**config.mk**
```make
export PLATFORM = sky130hd
export DESIGN_NAME = part1_ctrl
export DESIGN_NICKNAME = d
export VERILOG_FILES = /design/src/rtl/part1_ctrl.sv
export SDC_FILE = /design/constraint.sdc
export NUM_CORES = 1
export LEC_CHECK = 0
export BUFFER_PORTS_ARGS = -buffer_cell sky130_fd_sc_hd__buf_2
export CORE_AREA = 2 2 39 41
export CTS_CLUSTER_SIZE = 20
export DETAILED_ROUTE_END_ITERATION = 10
export DIE_AREA = 0 0 41 43
export GPL_TIMING_DRIVEN = 0
export PLACE_DENSITY = 0.66
export SYNTH_ARGS = -nofsm -noshare
export SYNTH_HDL_FRONTEND = slang
export SYNTH_SLANG_ARGS = --single-unit
```
**constraint.sdc**
```tcl
create_clock -name clk -period 1.91 [get_ports clk]
set_clock_uncertainty 0.2 [all_clocks]
set_input_delay 0.2865 -clock clk [delete_from_list [all_inputs] [get_ports clk]]
set_output_delay 0.2865 -clock clk [all_outputs]
set_load 0.005 [all_outputs]
```
**src/rtl/part1_ctrl.sv**
```systemverilog
// rtl/part1_ctrl.sv - series-term sequencer FSM for the part_1 datapath
// Moore-decoded control pins are registered from the next state; counter_en is the only live decode.
module part1_ctrl #(
  parameter int LAST_IDX = 7
) (
  input  logic       clk,
  input  logic       rst,
  input  logic       start,
  input  logic       abort,
  input  logic       term_ack,
  input  logic       co_in,
  input  logic [2:0] count_in,
  output logic       ldx,
  output logic       ldt,
  output logic       init_t,
  output logic       init_counter,
  output logic       counter_en,
  output logic       select,
  output logic       term_valid,
  output logic [2:0] term_idx,
  output logic       busy,
  output logic       done
);

  typedef enum logic [2:0] {
    S_IDLE,
    S_LOAD,
    S_MUL_X,
    S_MUL_C,
    S_EMIT,
    S_DONE
  } state_e;

  localparam logic [2:0] LAST_3 = 3'(LAST_IDX);

  state_e     state_q;
  state_e     state_d;
  logic [7:0] out_q;
  logic       last;

  // The full-width case relies on the datapath's carry-out rather than a compare.
  assign last = (LAST_IDX == 7) ? co_in : (count_in == LAST_3);

  // {ldx, ldt, init_t, init_counter, select, term_valid, busy, done}
  function automatic logic [7:0] decode(input state_e s);
    case (s)
      S_LOAD:  decode = 8'b1011_0010;
      S_MUL_X: decode = 8'b0100_0010;
      S_MUL_C: decode = 8'b0100_1010;
      S_EMIT:  decode = 8'b0000_0110;
      S_DONE:  decode = 8'b0000_0011;
      default: decode = 8'b0000_0000;
    endcase
  endfunction

  always_comb begin
    state_d = state_q;
    if (state_q != S_IDLE && abort) begin
      state_d = S_IDLE;
    end else begin
      case (state_q)
        S_IDLE:  if (start) state_d = S_LOAD;
        S_LOAD:  state_d = S_MUL_X;
        S_MUL_X: state_d = S_MUL_C;
        S_MUL_C: state_d = S_EMIT;
        S_EMIT:  if (term_ack) state_d = last ? S_DONE : S_MUL_X;
        S_DONE:  state_d = S_IDLE;
        default: state_d = S_IDLE;
      endcase
    end
  end

  always_ff @(posedge clk) begin
    if (!rst) begin
      state_q <= S_IDLE;
      out_q   <= '0;
    end else begin
      state_q <= state_d;
      out_q   <= decode(state_d);
    end
  end

  assign {ldx, ldt, init_t, init_counter, select, term_valid, busy, done} = out_q;

  // Advance only on an accepted, non-final term that is not being aborted or reset away.
  assign counter_en = term_valid && term_ack && !last && !abort && rst;
  assign term_idx   = count_in;

endmodule

```
---- Word level (Yosys, flattened, before mapping) ----
Cells that the tools add are included.
word-level totals
  input port bits ......................... 9
  logic and storage cells ................. 26
  register bits ........................... 11
operators by class
  equal/unequal tests ..................... 9
  reduce and logical (&&, ||, !) cells .... 9
  mux-type cells .......................... 6
operators with widths
  kind                                                             number
  8-bit case mux with 5 select lines                               1
  3-bit case mux with 5 select lines                               1
  3-bit by 2-bit == test with 1-bit output, second input constant  4
  3-bit two-way mux                                                4
  3-bit == test, second input constant                             3
  3-bit by 1-bit == test with 1-bit output, second input constant  2
  1-bit logical AND                                                5
  3-bit logical NOT                                                1
  3-bit nonzero test                                               1
  1-bit logical NOT                                                2

---- Longest topological paths before layout ----
  word-level depth ........................ 6
  gate-level depth with buffers ........... 7
  mapped depth without buffers ............ 6

---- Worst setup path after synthesis ----
No wires, ideal clock.
  path kind ............................... register -> register
  start ................................... register state_q[0]
  end ..................................... register out_q[3]
  clock period less this slack ............ 1.733 ns
  arrival time ............................ 1.416 ns
  setup time .............................. 0.116 ns
  slack ................................... 0.177 ns
  data required time ...................... 1.594 ns
  stages on the path, launching flop included .. 7
  path through ............................ dfxtp_1 -> nor2b_1 -> a32oi_1 -> or2_1 -> ha_1 -> nor2_1 -> and4_1
on the way
  word-level cells in the longest chain between the ends .. 5
  elaborated cells between the ends (all ways) .. 17
  those cells by class .................... eq/ne (9); mux (5); reduce/logical (3)
ends and longest elaborated chain
  element                                                                         RTL line  text
  start: declaration                                                              36        state_e state_q;
  start signal: assignment                                                        78        state_q <= state_d;
  3-bit == test, or another cell as far along                                     61        case (state_q)
  3-bit case mux with 5 select lines / 1-bit logical AND (equally long branches)  61, 58
  3-bit two-way mux (*)                                                           58        if (state_q != S_IDLE && abort) begin
  3-bit == test, or another cell as far along                                     46        case (s)
  8-bit case mux with 5 select lines (*)                                          46
  end signal: assignment                                                          79        out_q <= decode(state_d);
  end: declaration                                                                38        logic [7:0] out_q;
Every way passes the cells marked *; elsewhere a longest branch is shown, timed or not.
A chain may end at the register's enable or synchronous reset.

---- Worst setup path in the final report ----
  start ................................... register state_q[2]
  end ..................................... register out_q[3]
on the way
  word-level cells in the longest chain between the ends .. 5
  elaborated cells between the ends (all ways) .. 17
  those cells by class .................... eq/ne (9); mux (5); reduce/logical (3)
ends and longest elaborated chain
  element                                                                         RTL line  text
  3-bit == test, or another cell as far along                                     61
  3-bit case mux with 5 select lines / 1-bit logical AND (equally long branches)  61, 58
  3-bit two-way mux (*)                                                           58
  via state_d[1]                                                                  37        state_e state_d;
  3-bit == test, or another cell as far along                                     46
  8-bit case mux with 5 select lines (*)                                          46
Mark *: on every way through the listed nets, which the timed path passes. The rest lies on a longest branch.

==> Flow_metrics.wiki <==
{| class="wikitable"
! Metric !! Value
|-
| H-tree depth || 1
|-
| Gr usage total || 11.86%
|-
| F_max || 542.7 MHz
|-
| Average wire per cell in the routed design || 10.23 um
|-
| Clock root buffer master || sky130_fd_sc_hd__clkbuf_4
|-
| Clock latency of the later-clocked register in the worst-skew pair || 0.26 ns
|-
| Area of placed instances || 558.0 um^2
|-
| Antenna cells || 0
|-
| Post-synth net total || 58
|-
| Final hold viol count || 0
|-
| Cell count after synthesis || 48
|-
| Die outline height || 43 um
|-
| Worst supply voltage drop on vdd || 0.0002926 V
|-
| Critical path's largest stage delay || 0.37 ns
|-
| Total Negative Setup Slacks || 0 ns
|-
| Residual overflow from global routing || 0
|-
| Worst-case setup slack after placement || -0.07616 ns
|-
| Clock transition at the registers of the reported paths || 0.06 ns
|-
| Sequential standard cell area || 181.4 um^2
|-
| Total I/O pin count || 21
|-
| Average instance area after synthesis || 9.436 um^2
|-
| Class of the tightest hold or removal check || primary input to flip-flop
|-
| Arrival time at the worst endpoint || 1.84 ns
|-
| Per-cell via count in the routed design || 4.655
|-
| Slew headroom || 84.59%
|-
| Transition time at the pin with the least slew margin || 0.2281 ns
|-
| Min Hold Slack || 0.08335 ns
|-
| Post-synthesis cell type count || 27
|-
| Type of element launching the critical path || flip-flop
|-
| Vias in the first global route || 335
|-
| Detail Placement HPWL || 627.3 um
|-
| Initial cell density of the core || 32.73%
|-
| Final critical delay including setup and external delays || 1.843 ns
|-
| Count of placed standard cells in the final layout, fillers left out || 87
|-
| Row Count || 14
|-
| Clock Tree Buf Depth || 2
|-
| Total power || 0.4083 mW
|-
| TritonCTS clock tree || built
|-
| Worst path top cell family by delay || simple AND/OR/NAND/NOR gates
|-
| Critical Path RT || 1.91 ns
|-
| Share of the core filled with cells || 44.76%
|-
| Fin. max-slew vios || 0
|-
| Crit end category || flip-flop
|-
| Number of buffers and inverters on the critical path || 1
|-
| Run status || finished clean
|-
| Number of cells after detailed placement || 81
|-
| Final Cell Area || 619.3 um^2
|-
| Setup violation total in the final timing report || 0
|-
| Number of antenna violations at the first check in global routing || 0
|-
| Number of nets with antenna violations after routing || 0
|-
| Critical Path, Cell by Cell || buf_6 -> nor4bb_1 -> o311a_1 -> ha_1 -> nor2_1 -> and4_1
|-
| Final Cycle Share || 96.47%
|-
| Seq/Total Area, Yosys || 39.78%
|-
| Core area || 1384 um^2
|-
| Quantity of I/O buffers inserted on ports || 17
|-
| Proportion of layout cells with a drive suffix above 1 || 50.70%
|-
| Number of remaining DRC errors || 0
|-
| Area of combinational cells with multiple inputs || 230.2 um^2
|-
| Total number of vias || 405
|-
| Power Dens Cells || 659.2 nW/um^2
|-
| First drt pass iteration count || 4
|-
| Critical path's slowest cell || sky130_fd_sc_hd__o311a_1
|-
| Iteration-0 DRC Markers || 3
|-
| Flip-flop and latch count after synthesis || 9
|-
| Wire length of the first global-routing pass || 1366 um
|-
| Highest net fanout along the worst path || 10
|-
| Fill cell count || 137
|-
| Detailed Route WL || 890 um
|-
| Area of the die || 1763 um^2
|-
| Total number of clock tree sinks || 9
|-
| Setup slack of the critical path after layout || 0.06745 ns
|-
| Number of buffers created by CTS || 3
|-
| Maximum number of pins on one net before global-route repair || 11
|-
| Final estimated routing congestion in global placement || 0.7968
|-
| Leak pwr || 0.2917 nW
|-
| Number of max-cap violations || 0
|-
| Net total in the final layout || 82
|-
| Post-synthesis to final-layout area growth || 36.74%
|-
| Warnings from Yosys || 0
|-
| Post-synthesis instance area || 452.9 um^2
|-
| Crit path kind || flip-flop to flip-flop
|-
| Die outline width || 41 um
|}
-- worst reg2reg max path, stage by stage (launching register included) --
cell and delay (ns):
sky130_fd_sc_hd__dfxtp_1 0.31, sky130_fd_sc_hd__buf_6 0.13, sky130_fd_sc_hd__nor4bb_1 0.12, sky130_fd_sc_hd__o311a_1 0.37
sky130_fd_sc_hd__ha_1 0.36, sky130_fd_sc_hd__nor2_1 0.11, sky130_fd_sc_hd__and4_1 0.19
-- report_power, final --
part | total [mW] | switching (mW) | internal (mW)
clock | 0.144 | 0.0639 | 0.0803
sequential | 0.200 | 0.00476 | 0.195
combinational | 0.0640 | 0.0298 | 0.0342
total | 0.408 | 0.0985 | 0.310
-- cells by family after synthesis --
logic type | after synthesis | synth area share, %
flip-flops | 9 | 39.78
AO/OA/AOI/OAI | 8 | 12.71
AND/OR/NAND/NOR | 20 | 29.01
buffers and inverters | 9 | 13.54
adder cells (fa/ha/maj) | 2 | 4.972
-- path summary, 6_finish.rpt --
path | from | endpoint | slack, ns | cells past startpoint
worst max register to register | state_q[2]$_SDFF_PN0_ | out_q[3]$_SDFF_PN0_ | 0.07 | 6
worst min-delay path | start | out_q[1]$_SDFF_PN0_ | 0.08 | 3
worst min register to register | state_q[0]$_SDFF_PN0_ | out_q[1]$_SDFF_PN0_ | 0.43 | 3
worst max-delay path | state_q[2]$_SDFF_PN0_ | out_q[3]$_SDFF_PN0_ | 0.07 | 6
-- what timing repair did --
action                                  CTS  global route
gates resized for setup                   2             3
endpoints found under the setup margin    2             2
hold buffers                              0             0
pin swaps                                 0             1
setup buffers                             0             2
-- flip-flops by register name, indices dropped and copies added (netlist names) --
register and flops:
out_q 6, state_q 3
-- per-layer routing --
metal / global-route usage [%] / part of all wire, %
met5: 0 / 0
met2: 13.75 / 44
met3: 3.141 / 5.6
met4: 12.00 / 1.9
met1: 16.13 / 49
-- cell usage after synthesis, drive strengths merged --
master | instances | area (um^2)
and3 | 1 | 6.260
nor4 | 1 | 6.260
nor3b | 1 | 7.510
and2 | 2 | 12.51
nor2 | 2 | 7.510
a32oi | 1 | 8.760
nor4b | 1 | 15.01
nor3 | 2 | 10.01
buf | 7 | 53.80
and4 | 2 | 17.52
nand2 | 3 | 11.26
o311a | 1 | 10.01
dfxtp | 9 | 180.2
nand2b | 1 | 6.260
or2 | 1 | 6.260
maj3 | 1 | 10.01
o21bai | 1 | 7.510
ha | 1 | 12.51
o21ai | 3 | 15.01
a21oi | 1 | 8.760
nor2b | 1 | 6.260
nor4bb | 1 | 10.01
nand4b | 1 | 8.760
a21boi | 1 | 7.510
inv | 2 | 7.510
-- placed cells by master (no fill, tap or decap), types with 2 or more instances in the layout --
master | synthesis | final
sky130_fd_sc_hd__dfxtp_1 | 9 | 8
sky130_fd_sc_hd__nor3_1 | 2 | 2
sky130_fd_sc_hd__buf_4 | 5 | 7
sky130_fd_sc_hd__o21ai_0 | 3 | 3
sky130_fd_sc_hd__and2_1 | 2 | 2
sky130_fd_sc_hd__buf_2 | 1 | 18
sky130_fd_sc_hd__and4_1 | 2 | 2
sky130_fd_sc_hd__inv_1 | 2 | 2
sky130_fd_sc_hd__clkbuf_4 | 0 | 3
sky130_fd_sc_hd__nand2_1 | 3 | 3
-- layout make-up --
type,instances,area share [%]
clock buffers,4,4.242
well taps,16,3.232
plain buffers,7,8.687
multi-input cells,30,37.17
repair buffers,19,16.16
flip-flops and latches,9,29.29
inverters,2,1.212
Note: power is estimated with default switching activity, not from simulation.
